`src/rtl/waveform_meter_pkg.sv`:
```
// Purpose: shared types and defaults for the waveform period meter.
// Latency: n/a (types and constants only).
// Backpressure: n/a.
package waveform_meter_pkg;

    // Measurement FSM states; Busy is derived from HIGH/LOW.
    typedef enum logic [2:0] {
        IDLE,
        SEEK_LOW,
        SEEK_RISE,
        HIGH,
        LOW
    } meter_state_t;

    localparam int DEFAULT_CNT_W       = 8;
    localparam int DEFAULT_SYNC_STAGES = 2;

endpackage

```
`src/rtl/edge_sync.sv`:
```
// Purpose: synchronise an asynchronous level into Clock and flag its rising/falling edges.
// Latency: level appears SYNC_STAGES cycles after din is sampled; rise/fall are combinational from the flops.
// Backpressure: none; free-running, edges are single-cycle pulses.
module edge_sync
    import waveform_meter_pkg::*;
#(
    parameter int SYNC_STAGES = DEFAULT_SYNC_STAGES
) (
    input  logic Clock,
    input  logic Reset,
    input  logic din,
    output logic level,
    output logic rise,
    output logic fall
);

    logic [SYNC_STAGES-1:0] sync_q;
    logic                   prev_q;

    // Synchroniser chain plus one history flop for edge detection.
    always_ff @(posedge Clock) begin
        if (Reset) begin
            sync_q <= '0;
            prev_q <= 1'b0;
        end else begin
            sync_q <= {sync_q[SYNC_STAGES-2:0], din};
            prev_q <= sync_q[SYNC_STAGES-1];
        end
    end

    assign level = sync_q[SYNC_STAGES-1];
    assign rise  = level & ~prev_q;
    assign fall  = ~level & prev_q;

endmodule

```
`src/rtl/waveform_meter.sv`:
```
// Purpose: measure high/low time of each full period of WaveIn, publish with a 1-cycle Valid strobe.
// Latency: Valid one cycle after the closing synchronised rise (SYNC_STAGES+2 cycles from raw rise).
// Backpressure: none; results overwrite HighLen/LowLen each period, Overflow discards an over-long phase.
module waveform_meter
    import waveform_meter_pkg::*;
#(
    parameter int CNT_W       = DEFAULT_CNT_W,
    parameter int SYNC_STAGES = DEFAULT_SYNC_STAGES
) (
    input  logic             Clock,
    input  logic             Reset,
    input  logic             Enable,
    input  logic             WaveIn,
    output logic [CNT_W-1:0] HighLen,
    output logic [CNT_W-1:0] LowLen,
    output logic             Valid,
    output logic             Overflow,
    output logic             Busy
);

    localparam logic [CNT_W-1:0] CNT_MAX = '1;
    localparam logic [CNT_W-1:0] CNT_ONE = CNT_W'(1);

    meter_state_t     state;
    logic [CNT_W-1:0] hcnt;
    logic [CNT_W-1:0] lcnt;
    logic             ws;
    logic             rise;
    logic             fall;

    edge_sync #(
        .SYNC_STAGES (SYNC_STAGES)
    ) u_sync (
        .Clock (Clock),
        .Reset (Reset),
        .din   (WaveIn),
        .level (ws),
        .rise  (rise),
        .fall  (fall)
    );

    // Period FSM: arm, discard the partial first period, then count high/low phases back to back.
    always_ff @(posedge Clock) begin
        if (Reset) begin
            state    <= IDLE;
            hcnt     <= '0;
            lcnt     <= '0;
            HighLen  <= '0;
            LowLen   <= '0;
            Valid    <= 1'b0;
            Overflow <= 1'b0;
        end else begin
            Valid    <= 1'b0;
            Overflow <= 1'b0;
            if (!Enable) begin
                state <= IDLE;
                hcnt  <= '0;
                lcnt  <= '0;
            end else begin
                case (state)
                    IDLE: begin
                        state <= SEEK_LOW;
                    end
                    SEEK_LOW: begin
                        // Any high phase in progress at arm time is incomplete; skip it.
                        if (fall) begin
                            state <= SEEK_RISE;
                        end
                    end
                    SEEK_RISE: begin
                        if (rise) begin
                            state <= HIGH;
                            hcnt  <= CNT_ONE;
                        end
                    end
                    HIGH: begin
                        if (fall) begin
                            state <= LOW;
                            lcnt  <= CNT_ONE;
                        end else if (ws) begin
                            if (hcnt == CNT_MAX) begin
                                Overflow <= 1'b1;
                                state    <= SEEK_LOW;
                                hcnt     <= '0;
                                lcnt     <= '0;
                            end else begin
                                hcnt <= hcnt + CNT_ONE;
                            end
                        end
                    end
                    LOW: begin
                        if (rise) begin
                            // Closing rise also opens the next period's high phase.
                            HighLen <= hcnt;
                            LowLen  <= lcnt;
                            Valid   <= 1'b1;
                            state   <= HIGH;
                            hcnt    <= CNT_ONE;
                            lcnt    <= '0;
                        end else if (!ws) begin
                            if (lcnt == CNT_MAX) begin
                                Overflow <= 1'b1;
                                state    <= SEEK_LOW;
                                hcnt     <= '0;
                                lcnt     <= '0;
                            end else begin
                                lcnt <= lcnt + CNT_ONE;
                            end
                        end
                    end
                    default: begin
                        state <= IDLE;
                        hcnt  <= '0;
                        lcnt  <= '0;
                    end
                endcase
            end
        end
    end

    // Busy reflects an in-progress measurement only, not the seek states.
    always_comb begin
        Busy = (state == HIGH) || (state == LOW);
    end

endmodule
```
`config.mk`:
```
export PLATFORM = sky130hd
export DESIGN_NAME = waveform_meter
export DESIGN_NICKNAME = d
export VERILOG_FILES = /design/src/rtl/waveform_meter_pkg.sv /design/src/rtl/edge_sync.sv /design/src/rtl/waveform_meter.sv
export SDC_FILE = /design/constraint.sdc
export NUM_CORES = 1
export LEC_CHECK = 0
export BUFFER_PORTS_ARGS = -buffer_cell sky130_fd_sc_hd__buf_2
export CORE_MARGIN = 5
export CORE_UTILIZATION = 45
export DETAILED_ROUTE_END_ITERATION = 16
export SYNTH_ARGS = -nofsm -noshare
export SYNTH_HDL_FRONTEND = slang
export SYNTH_HIERARCHICAL = 1
export SYNTH_SLANG_ARGS = --single-unit
```
`constraint.sdc`:
```
create_clock -name Clock -period 2.77 [get_ports Clock]
set_input_delay 0.277 -clock Clock [delete_from_list [all_inputs] [get_ports Clock]]
set_output_delay 0.277 -clock Clock [all_outputs]
set_load 0.01 [all_outputs]
```
==> impl_summary.log, run 1 <==
[metrics] Die Ht: 74.7 um
[metrics] weighted congestion at the end of routability-driven global placement: between 0.8 and 0.9
[metrics] Mapped Cells: between 200 and 250
[metrics] share of layout cells above drive strength 1: around 15%
[metrics] number of iterations in the first detailed-routing pass: 4
[metrics] Yosys cell types: 45
[metrics] setup repair after global routing missed its margin: false
[metrics] largest cells by area after synthesis: sky130_fd_sc_hd__dfxtp_1 (42%), sky130_fd_sc_hd__nand2_1 (9.4%), sky130_fd_sc_hd__a21oi_1 (8.2%)
[metrics] end of the worst register-to-register path: hcnt[6]$_SDFFE_PP0P_
[metrics] # diodes: 0
[metrics] PwrDens: between 500 and 600 mW/mm^2
[metrics] met3 usage: roughly 4.3%
[metrics] launch point of the critical path: lcnt[0]$_SDFFE_PP0P_
[metrics] number of cells upsized or downsized after cts: 0
[metrics] mux share of post-synthesis cell area: 0.531%
[metrics] drt initial violations: between 100 and 150
[metrics] clk slew on worst S/H paths: about 0.080 ns
[metrics] maximum count of clock buffers along a single path: 2
[metrics] initial antenna violation count: 0
[metrics] initial cell density of the core: about 47%
[metrics] highest-delay cell along the critical path: sky130_fd_sc_hd__or4_1
[metrics] number of levels in the clock H-tree: 2
[metrics] Register-to-Register Setup Slack: around 0.54 ns
[metrics] final hold vios: 0
[metrics] Hold Buf Count CTS: 0
[metrics] busiest layer in global routing: met2
[metrics] CTS Root Cell: sky130_fd_sc_hd__clkbuf_8
[metrics] WL final: about 4300 um
[metrics] endpoint class of the critical path: flop
[metrics] number of maximum-capacitance violations: 0
[metrics] met1 track utilization from global routing: between 20% and 30%
[metrics] Worst Setup Path Type: reg -> reg
[metrics] peak supply drop: around 0.22 mV
[metrics] crit-path max cell delay: ~0.53 ns
[metrics] Post-Synthesis Net Count: around 240
[metrics] worst path buffer plus inverter count: 0
[metrics] CP max FO: 10
[metrics] Port-buffer cells: 22
[metrics] number of nets in the finished design: roughly 260
[metrics] die extent in x: between 70 and 80 um
[metrics] die area: 0.00558 mm^2
[metrics] Core ar.: 0.00403 mm^2
[metrics] detailed-route via count: 1,692
[metrics] launch point of the worst hold path: WaveIn
[metrics] total CTS buffers: 5
[metrics] Hold Path Depth: 2
[metrics] setup slack at placement: slightly below 0.6 ns
[metrics] prevailing post-synth register cell: sky130_fd_sc_hd__dfxtp_1
[metrics] Layout Area Growth over Synthesis: 12.9%
[metrics] met2 GRT Util: between 20% and 30%
[metrics] CP required: about 3.0 ns
[metrics] Synthesis Warnings: 6
[metrics] global-route wire length before repair: between 7000 and 8000 um
[metrics] worst-path cell chain: ha_1, nand3_2, o31ai_4, nand4b_4, or4_1, o22ai_1
[metrics] startpoint of the most critical register-to-register path: lcnt[0]$_SDFFE_PP0P_
[metrics] proportion of netlist area held by the largest area contributor: a little over two fifths
[metrics] Compound-Gate Fraction of Synth Area: about a fifth
[metrics] final critical-path setup slack: about 0.54 ns
[metrics] clock tree from TritonCTS: done
[metrics] number of synthesized flops with an enable pin: 0
[metrics] setup total negative slack: 0 ns
[metrics] average cell area after synthesis: roughly 8 um^2
[metrics] number of cells traversed by the worst register-to-register path: 6
[metrics] CP top delay family: simple AND/OR/NAND/NOR gates
[metrics] Overflow after GRT: 0
[metrics] Max Slew Vio Count: 0
[metrics] area of placed instances: approximately 0.0020 mm^2
[metrics] cell leakage power: 0.795 nW
[metrics] overall track demand over capacity in global routing: 16.6%
[metrics] number of setup violations in the final report: 0
[metrics] number of design rule violations left after detail routing: 0
[metrics] async set-or-reset flop fraction in the synthesized netlist: 0%
[metrics] CTS sink cnt: 40
[metrics] insertion delay to the later sink of the worst-skew pair: about 0.3 ns
[metrics] Endpoint, Worst Hold: u_sync/sync_q[0]$_SDFF_PP0_
[metrics] Syn Std Cell Area: roughly 0.0019 mm^2
[metrics] kind of start point of the critical path: flop
[metrics] synthesized flop and latch total: 40
[metrics] min-delay worst type: in -> reg
[metrics] total number of placement rows: 23
[metrics] share of synthesized cell area in and, or, nand and nor gates: about a third
[metrics] outcome: finished, final reports clean
[metrics] via count of the first global-routing pass: ~1,500
[metrics] Worst Max-Slew Pin Slew: approximately 0.71 ns
[metrics] HPWL after detailed placement: around 3000 um
[metrics] dominant combinational cell family by area after synthesis: simple AND/OR/NAND/NOR gates
[metrics] Tcrit/Tclk final: roughly four fifths
[metrics] Synth Area in XOR/XNOR: 0%
[metrics] library cell occupying the most area in the post-synthesis netlist: sky130_fd_sc_hd__dfxtp_1
[metrics] post-detailed-route via-to-cell ratio: ~5.6
[metrics] I/O pins: 23
[metrics] pin count of the biggest net entering global routing: 23
[metrics] antenna-violating nets left: 0
[metrics] achievable clock frequency: ~450 MHz
[metrics] buffers inserted by post-CTS timing repair: 0
[metrics] critical path data arrival time: between 2 and 2.5 ns
[metrics] register area share after synthesis: about 42%
[metrics] total non-filler cell area in the finished layout: 0.00213 mm^2
[metrics] post-route clock skew: ~0.012 ns
[metrics] adder-cell share of the synthesized area: under 10%
[metrics] detail-routed net length per standard cell: 14.1 um
[metrics] final critical delay including setup and external delays: between 2 and 2.5 ns
[metrics] Slew HR: a little over half
[worst reg2reg max path: cells and delay by family, from the launching register on]
kind / cells / cell delay [ns]
adder cells (fa/ha/maj): 1 / 0.23
AND/OR/NAND/NOR: 3 / 0.91
flip-flops: 1 / 0.39
AO/OA/AOI/OAI: 2 / 0.63
[registers in the layout, summed over array words and instances, names as in the netlist]
signal and flops:
Overflow 1, Valid 1, lcnt 8, u_sync/prev_q 1, HighLen 8, hcnt 8
LowLen 8, state 3, u_sync/sync_q 2
[layer usage]
layer  up-vias  share of wire [%]
met4         0                2.1
met1       776                 49
met5         -                  0
met2        42                 44
li1        866                  -
met3         8                5.2
[placed cells by master (no fill, tap or decap), types with 2 or more instances in the layout]
cell / Yosys / layout
sky130_fd_sc_hd__nand2b_1: 2 / 2
sky130_fd_sc_hd__nor4b_1: 2 / 2
sky130_fd_sc_hd__o211ai_1: 5 / 5
sky130_fd_sc_hd__ha_1: 2 / 2
sky130_fd_sc_hd__o31ai_1: 3 / 3
sky130_fd_sc_hd__and2_1: 2 / 2
sky130_fd_sc_hd__nand3_1: 8 / 8
sky130_fd_sc_hd__nand2_1: 47 / 47
sky130_fd_sc_hd__buf_2: 2 / 22
sky130_fd_sc_hd__a31oi_1: 2 / 2
sky130_fd_sc_hd__nand4_1: 2 / 2
sky130_fd_sc_hd__a21oi_1: 31 / 31
sky130_fd_sc_hd__and3_1: 5 / 5
sky130_fd_sc_hd__nor2_1: 16 / 16
sky130_fd_sc_hd__nor2b_1: 10 / 10
sky130_fd_sc_hd__dfxtp_1: 40 / 40
sky130_fd_sc_hd__clkbuf_8: 0 / 5
sky130_fd_sc_hd__o21ai_0: 2 / 2
sky130_fd_sc_hd__o21ai_1: 8 / 8
sky130_fd_sc_hd__buf_4: 1 / 2
sky130_fd_sc_hd__nand3b_1: 7 / 7
sky130_fd_sc_hd__and4_1: 2 / 2
sky130_fd_sc_hd__or4_1: 2 / 2
sky130_fd_sc_hd__or3_1: 2 / 2
[metrics by stage]
stage,total power (W),hold WS (ns),utilization [%],std cells
2_1_floorplan,0.000614,0.349,-,232
3_3_place_gp,0.000623,0.419,50.0,294
4_1_cts,0.00111,0.187,52.8,302
6_report,0.00111,0.195,52.8,302
3_5_place_dp,0.000623,0.429,50.0,294
5_1_grt,0.00114,0.221,52.8,302
[worst max-delay path by stage]
stage,cells past startpoint,to,slack (ns)
finish,6,hcnt[6]$_SDFFE_PP0P_,0.54
CTS,6,hcnt[6]$_SDFFE_PP0P_,0.55
detailed placement,6,hcnt[6]$_SDFFE_PP0P_,0.58
floorplan,6,hcnt[4]$_SDFFE_PP0P_,0.80
global placement,6,lcnt[6]$_SDFFE_PP0P_,0.66
global route,6,hcnt[4]$_SDFFE_PP0P_,0.39
[layout make-up]
| cell class | count | area [um^2] |
|---|---|---|
| clock buffer | 5 | 68.8 |
| clock inverter | 3 | 46.3 |
| fill | 397 | 1900 |
| inverter | 1 | 3.75 |
| multi-input combinational | 179 | 1020 |
| sequential | 40 | 801 |
| tap | 50 | 62.6 |
| timing repair buffer | 24 | 125 |
[synth_stat cells (2+ instances only)]
cell,n
sky130_fd_sc_hd__or3_1,2
sky130_fd_sc_hd__clkbuf_1,8
sky130_fd_sc_hd__nand2b_1,2
sky130_fd_sc_hd__nand4_1,2
sky130_fd_sc_hd__a31oi_1,2
sky130_fd_sc_hd__buf_2,2
sky130_fd_sc_hd__nor2b_1,10
sky130_fd_sc_hd__nand2_1,47
sky130_fd_sc_hd__o211ai_1,5
sky130_fd_sc_hd__a21oi_1,31
sky130_fd_sc_hd__ha_1,2
sky130_fd_sc_hd__o31ai_1,3
sky130_fd_sc_hd__dfxtp_1,40
sky130_fd_sc_hd__nand3b_1,7
sky130_fd_sc_hd__and2_1,2
sky130_fd_sc_hd__or4_1,2
sky130_fd_sc_hd__nor2_1,16
sky130_fd_sc_hd__and4_1,2
sky130_fd_sc_hd__nand3_1,8
sky130_fd_sc_hd__nor4b_1,2
sky130_fd_sc_hd__and3_1,5
sky130_fd_sc_hd__o21ai_0,2
sky130_fd_sc_hd__o21ai_1,8
[report_power, final]
part           leakage, nW  total (W)  internal, W  switching, W
logic                0.417  0.0000273   0.00000909     0.0000182
clock network       0.0548   0.000497     0.000272      0.000226
registers            0.323   0.000581     0.000577    0.00000422
total                0.795    0.00111     0.000858      0.000248
[cells by family (layout without fill, tap and decap cells)]
family	Yosys count	count (layout)
mux	1	1
flops	40	40
compound gates	59	59
simple gates	117	117
fa+ha+maj	2	2
buf+inv	13	33
Note: power is estimated with default switching activity, not from simulation.
==> run 2, diff against run 1 <==
Clock period 2.77 ns to 2.05 ns, I/O delays scaled along.
==> run 2 against run 1 <==
- combinational power increased by 58%
- register-to-register slack got worse by 0.45 ns
- first-iteration DRC count is 12% lower
- total power grew 34%
- clock power is 32% higher
==> impl_summary.log, run 2 (same netlist as run 1, synthesis figures left out) <==
[metrics] outcome: finished, final reports clean
[metrics] total CTS buffers: 5 (unchanged)
[metrics] PwrDens: 632 mW/mm^2 (+22%)
[metrics] I/O pins: 23 (unchanged)
[metrics] HPWL after detailed placement: 3280 um (+11%)
[metrics] Storage cell area: 802 um^2 (+0.16%)
[metrics] number of setup violations in the final report: 0 (unchanged)
[metrics] achievable clock frequency: 511 MHz (+14%)
[metrics] worst path buffer plus inverter count: 0 (unchanged)
[metrics] final hold vios: 0 (unchanged)
[metrics] detail-routed net length per standard cell: 13.9 um (-1.7%)
[metrics] Layout Area Growth over Synthesis: 24.4%
[metrics] initial antenna violation count: 0 (unchanged)
[metrics] critical path data arrival time: 2.18 ns (-0.27 ns)
[metrics] insertion delay to the later sink of the worst-skew pair: 0.29 ns (about the same)
[metrics] Core ar.: 0.00403 mm^2 (unchanged)
[metrics] busiest layer in global routing: met2
[metrics] commonest non-fill, non-tap cell in the layout: sky130_fd_sc_hd__nand2_1
[metrics] Tcrit/Tclk final: 95.5% (+15 points)
[metrics] area of the multi-input gates: 0.00103 mm^2 (+1.3%)
[metrics] weighted congestion at the end of routability-driven global placement: 0.803 (-3.5%)
[metrics] launch point of the critical path: lcnt[0]$_SDFFE_PP0P_
[metrics] Worst setup endpoint: hcnt[4]$_SDFFE_PP0P_
[metrics] number of iterations in the first detailed-routing pass: 4 (unchanged)
[metrics] worst-path cell chain: ha_2, nand3_2, o31ai_4, nand4b_4, or4_1, a21oi_1
[metrics] clock tree from TritonCTS: done
[metrics] crit-path max cell delay: 0.52 ns (about the same)
[metrics] number of nets in the finished design: 282 (+9.7%)
[metrics] number of design rule violations left after detail routing: 0 (unchanged)
[metrics] Overflow after GRT: 0 (unchanged)
[metrics] highest-delay cell along the critical path: sky130_fd_sc_hd__or4_1
[metrics] # diodes: 0 (unchanged)
[metrics] CTS sink cnt: 40 (unchanged)
[metrics] endpoint class of the critical path: flop
[metrics] Worst Max-Slew Pin Slew: 0.714 ns (+0.00429 ns)
[metrics] met3 usage: 3.74% (-0.53 points)
[metrics] via count of the first global-routing pass: 1,613 (+7.4%)
[metrics] final critical-path setup slack: 0.0914 ns (-0.451 ns)
[metrics] Register-to-Register Setup Slack: 0.09 ns (-0.45 ns)
[metrics] global-route wire length before repair: 7580 um (+6.7%)
[metrics] Max Slew Vio Count: 0 (unchanged)
[metrics] peak supply drop: 0.436 mV (+100%)
[metrics] detailed-route via count: 1,780 (+5.2%)
[metrics] setup slack at placement: 0.0347 ns (-0.547 ns)
[metrics] number of cells traversed by the worst register-to-register path: 6 (unchanged)
[metrics] min-delay worst type: in -> reg
[metrics] startpoint of the most critical register-to-register path: lcnt[0]$_SDFFE_PP0P_
[metrics] most frequent cells in the layout: sky130_fd_sc_hd__nand2_1 (47), sky130_fd_sc_hd__dfxtp_1 (39), sky130_fd_sc_hd__a21oi_1 (31)
[metrics] CP required: 2.27 ns (-0.72 ns)
[metrics] post-detailed-route via-to-cell ratio: 5.44 (-2.8%)
[metrics] Slew HR: 52.4% (+0.21 points)
[metrics] CTS Root Cell: sky130_fd_sc_hd__clkbuf_8
[metrics] pin count of the biggest net entering global routing: 23 (unchanged)
[metrics] clk slew on worst S/H paths: 0.08 ns (about the same)
[metrics] total number of placement rows: 23 (unchanged)
[metrics] worst hold slack after final layout: 0.122 ns (-0.0730 ns)
[metrics] number of filler cells placed in the layout: 395 (-0.50%)
[metrics] cell leakage power: 0.923 nW (+16%)
[metrics] number of maximum-capacitance violations: 0 (unchanged)
[metrics] overall track demand over capacity in global routing: 17.8% (+1.2 points)
[metrics] post-route clock skew: 0.00270 ns (-0.00978 ns)
[metrics] final critical delay including setup and external delays: 1.96 ns (-0.269 ns)
[metrics] CP max FO: 7 (-3)
[metrics] antenna-violating nets left: 0 (unchanged)
[metrics] Hold Buf Count CTS: 0 (unchanged)
[metrics] die extent in x: 74.7 um (unchanged)
[metrics] CP top delay family: simple AND/OR/NAND/NOR gates
[metrics] drt initial violations: 107 (-12%)
[metrics] end of the worst register-to-register path: hcnt[4]$_SDFFE_PP0P_
[metrics] kind of start point of the critical path: flop
[metrics] number of levels in the clock H-tree: 2 (unchanged)
[metrics] met1 track utilization from global routing: 23.4% (+1.1 points)
[metrics] Worst Setup Path Type: reg -> reg
[metrics] share of layout cells above drive strength 1: 24.2% (+9.5 points)
[metrics] initial cell density of the core: 46.8% (unchanged)
[metrics] met2 GRT Util: 28.7% (+3.6 points)
[metrics] maximum count of clock buffers along a single path: 2 (unchanged)
[metrics] die area: 0.00558 mm^2 (unchanged)
[metrics] Die Ht: 74.7 um (unchanged)
[metrics] logic depth of the worst setup path including buffers: 6 (unchanged)
[metrics] WL final: 4550 um (+6.5%)
[metrics] Port-buffer cells: 22 (unchanged)
run 2: cell type report:
class,count,area share [%]
Timing Repair Buffer,49,13.9
Sequential cell,40,34.2
Clock buffer,5,2.94
Inverter,1,0.160
Tap cell,50,2.67
Multi-Input combinational cell,179,44.2
Clock inverter,3,1.98
run 2: metal layers:
layer / up-vias / share of wire (%)
met3: 8 / 3.5
met5: - / 0
met4: 0 / 1.8
met1: 832 / 48
met2: 28 / 47
li1: 912 / -
run 2: timing repair:
| item | in CTS | in global routing |
|---|---|---|
| endpoints found under the setup margin | 0 | 7 |
| setup buffers | 0 | 3 |
| gates resized for setup | 0 | 5 |
| endpoints found under the hold margin | 0 | 0 |
run 2: per-stage QoR:
step	util (%)	std cells	total power, W	instance area (um^2)	TNS (ns)
6_report	58.2	327	0.00148	2340	0
5_1_grt	58.2	327	0.00154	2340	-0.00961
4_1_cts	57.2	324	0.00150	2310	0
3_5_place_dp	54.4	316	0.000846	2190	0
3_3_place_gp	54.4	316	0.000846	2190	0
2_1_floorplan	-	232	0.000829	1880	0
run 2: where the power goes:
group | switching, W | total, W | internal, W
clock network | 0.000288 | 0.000654 | 0.000367
logic | 0.0000272 | 0.0000431 | 0.0000159
registers | 0.00000462 | 0.000784 | 0.000780
total | 0.000319 | 0.00148 | 0.00116
run 2: worst min path at each step:
stage / from / to / slack [ns] / cells past startpoint
final: WaveIn / u_sync/sync_q[0]$_SDFF_PP0_ / 0.12 / 2
after global routing: WaveIn / u_sync/sync_q[0]$_SDFF_PP0_ / 0.16 / 2
after CTS: WaveIn / u_sync/sync_q[0]$_SDFF_PP0_ / 0.12 / 2
after detailed placement: WaveIn / u_sync/sync_q[0]$_SDFF_PP0_ / 0.43 / 2
after global placement: WaveIn / u_sync/sync_q[0]$_SDFF_PP0_ / 0.42 / 2
after floorplan: Reset / u_sync/prev_q$_SDFF_PP0_ / 0.28 / 1
run 2: worst register-to-register path, stage by stage (launching register included):
cell and delay (ns):
sky130_fd_sc_hd__dfxtp_1 0.39, sky130_fd_sc_hd__ha_2 0.22, sky130_fd_sc_hd__nand3_2 0.11, sky130_fd_sc_hd__o31ai_4 0.34
sky130_fd_sc_hd__nand4b_4 0.16, sky130_fd_sc_hd__or4_1 0.52, sky130_fd_sc_hd__a21oi_1 0.14
==> run 3, diff against run 2 <==
Settings changed: PLACE_DENSITY from default to 0.67.
Clock period 2.05 ns to 1.7 ns, I/O delays scaled along.
==> run 3 against run 2 <==
- the run now ends with negative setup slack left
- sequential share of layout area is 4.5 points lower
- utilization is 9.8 points higher
- via count is 9.1% higher
- wire length is 12% higher
- critical endpoint is now lcnt[6]$_SDFFE_PP0P_
==> impl_summary.log, run 3 (same netlist as run 1, synthesis figures left out) <==
[metrics] outcome: finished, violations left
[metrics] violations in the final reports: negative setup slack
[metrics] endpoint class of the critical path: flop
[metrics] Die Ht: 74.7 um (unchanged)
[metrics] Tcrit/Tclk final: 103% (+7.5 points)
[metrics] initial cell density of the core: 46.8% (unchanged)
[metrics] initial antenna violation count: 0 (unchanged)
[metrics] number of maximum-capacitance violations: 0 (unchanged)
[metrics] clock tree from TritonCTS: done
[metrics] setup repair after global routing missed its margin: true
[metrics] post-detailed-route via-to-cell ratio: 5.44 (about the same)
[metrics] min-delay worst type: in -> reg
[metrics] PwrDens: 682 mW/mm^2 (+7.9%)
[metrics] cell leakage power: 1.11 nW (+20%)
[metrics] detailed-route via count: 1,942 (+9.1%)
[metrics] global-route wire length before repair: 8680 um (+15%)
[metrics] number of design rule violations left after detail routing: 0 (unchanged)
[metrics] Max Slew Vio Count: 0 (unchanged)
[metrics] overall track demand over capacity in global routing: 20.2% (+2.4 points)
[metrics] CP required: 1.93 ns (-0.34 ns)
[metrics] pin count of the biggest net entering global routing: 20 (-13%)
[metrics] Final Util: 68.0% (+9.8 points)
[metrics] CP max FO: 4 (-3)
[metrics] HPWL after detailed placement: 3530 um (+7.6%)
[metrics] Register-to-Register Setup Slack: -0.05 ns (-0.14 ns)
[metrics] via count of the first global-routing pass: 1,945 (+21%)
[metrics] launch point of the worst hold path: Reset
[metrics] Worst Setup Path Type: reg -> reg
[metrics] maximum count of clock buffers along a single path: 2 (unchanged)
[metrics] die extent in x: 74.7 um (unchanged)
[metrics] weighted congestion at the end of routability-driven global placement: 0.861 (+7.3%)
[metrics] number of setup violations in the final report: 8 (+8)
[metrics] number of levels in the clock H-tree: 2 (unchanged)
[metrics] total number of placement rows: 23 (unchanged)
[metrics] most frequent cells in the layout: sky130_fd_sc_hd__buf_4 (53), sky130_fd_sc_hd__nand2_1 (47), sky130_fd_sc_hd__dfxtp_1 (32)
[metrics] startpoint of the most critical register-to-register path: hcnt[1]$_SDFFE_PP0P_
[metrics] peak supply drop: 0.381 mV (-13%)
[metrics] crit-path max cell delay: 0.43 ns (-0.09 ns)
[metrics] setup total negative slack: -0.244 ns (-0.244 ns)
[metrics] logic depth of the worst setup path including buffers: 6 (unchanged)
[metrics] kind of start point of the critical path: flop
[metrics] insertion delay to the later sink of the worst-skew pair: 0.29 ns (about the same)
[metrics] post-route clock skew: 0.00217 ns (-0.000538 ns)
[metrics] worst-path cell chain: ha_4, nand3_2, or2_4, a2111o_1, or3_1, a21oi_2
[metrics] highest-delay cell along the critical path: sky130_fd_sc_hd__a2111o_1
[metrics] critical path data arrival time: 1.98 ns (-0.20 ns)
[metrics] launch point of the critical path: hcnt[1]$_SDFFE_PP0P_
[metrics] number of nets in the finished design: 312 (+11%)
[metrics] number of cells traversed by the worst register-to-register path: 6 (unchanged)
[metrics] Layout Area Growth over Synthesis: 45.4%
[metrics] Overflow after GRT: 0 (unchanged)
[metrics] WL final: 5080 um (+12%)
[metrics] antenna-violating nets left: 0 (unchanged)
[metrics] share of layout cells above drive strength 1: 39.7% (+16 points)
[metrics] Worst Max-Slew Pin Slew: 0.506 ns (-0.208 ns)
[metrics] detail-routed net length per standard cell: 14.2 um (+2.4%)
[metrics] final critical-path setup slack: -0.0518 ns (-0.143 ns)
[metrics] CTS Root Cell: sky130_fd_sc_hd__clkbuf_8
[metrics] I/O pins: 23 (unchanged)
[metrics] Cell Count, Final, Fillers Out: 357 (+9.2%)
[metrics] commonest non-fill, non-tap cell in the layout: sky130_fd_sc_hd__buf_4
[metrics] die area: 0.00558 mm^2 (unchanged)
[metrics] total CTS buffers: 5 (unchanged)
[metrics] post-placement cell count: 343 (+8.5%)
[metrics] drt initial violations: 117 (+9.3%)
[metrics] number of iterations in the first detailed-routing pass: 4 (unchanged)
[metrics] clk slew on worst S/H paths: 0.08 ns (about the same)
[metrics] Slew HR: 66.3% (+14 points)
[metrics] final critical delay including setup and external delays: 1.75 ns (-0.207 ns)
[metrics] Port-buffer cells: 22 (unchanged)
[metrics] worst path buffer plus inverter count: 0 (unchanged)
[metrics] Core ar.: 0.00403 mm^2 (unchanged)
[metrics] post-layout power: 0.00187 W (+26%)
[metrics] achievable clock frequency: 571 MHz (+12%)
[metrics] CP top delay family: simple AND/OR/NAND/NOR gates
[metrics] # diodes: 0 (unchanged)
[metrics] final hold vios: 0 (unchanged)
[metrics] CTS sink cnt: 40 (unchanged)
[metrics] Hold Path Depth: 2 (unchanged)
-- run 3: cell types whose count changed in the layout (fill, tap and decap cells not counted), sizes merged --
cell      delta
clkinvlp     -1
buf         +30
inv          -1
clkbuf       +2
-- run 3: repair_timing --
item / in CTS / in global routing
endpoints found under the setup margin: 12 / 20
hold buffers: 0 / 0
hold endpoints to repair: 0 / 0
setup buffers: 5 / 1
resized for setup: 15 / 18
gates cloned: 0 / 0
pin swaps: 8 / 7
-- run 3: where the power goes --
part	leakage (nW)	internal [W]	switching, W
Combinational	0.716	0.0000312	0.0000402
Sequential	0.327	0.000939	0.00000730
Clock	0.0645	0.000518	0.000332
-- run 3: per-stage QoR --
step | cell area, um^2 | setup WS (ns) | hold WS (ns)
2_1_floorplan | 1940 | -0.145 | 0.242
3_3_place_gp | 2450 | -0.0615 | 0.367
3_5_place_dp | 2450 | -0.0954 | 0.378
4_1_cts | 2660 | -0.0740 | 0.0658
5_1_grt | 2740 | -0.129 | 0.0628
6_report | 2740 | -0.0518 | 0.0713
-- run 3: path summary, 6_finish.rpt --
path | end
max | lcnt[6]$_SDFFE_PP0P_
min | u_sync/prev_q$_SDFF_PP0_
max reg2reg | lcnt[6]$_SDFFE_PP0P_
min reg2reg | u_sync/sync_q[1]$_SDFF_PP0_
-- run 3: final cells by class --
type	count	area (um^2)
fill	331	1290
inverter	1	3.75
timing repair buffer	79	562
sequential	40	813
clock buffer	7	96.3
clock inverter	1	30.0
multi-input combinational	179	1170
tap	50	62.6
-- run 3: routing by layer --
layer	track usage [%]	wire length, um	part of all wire [%]
met5	0	0	0
met4	8.30	121	2.4
met3	4.41	294	5.8
met2	31.6	2350	46
met1	27.0	2320	46
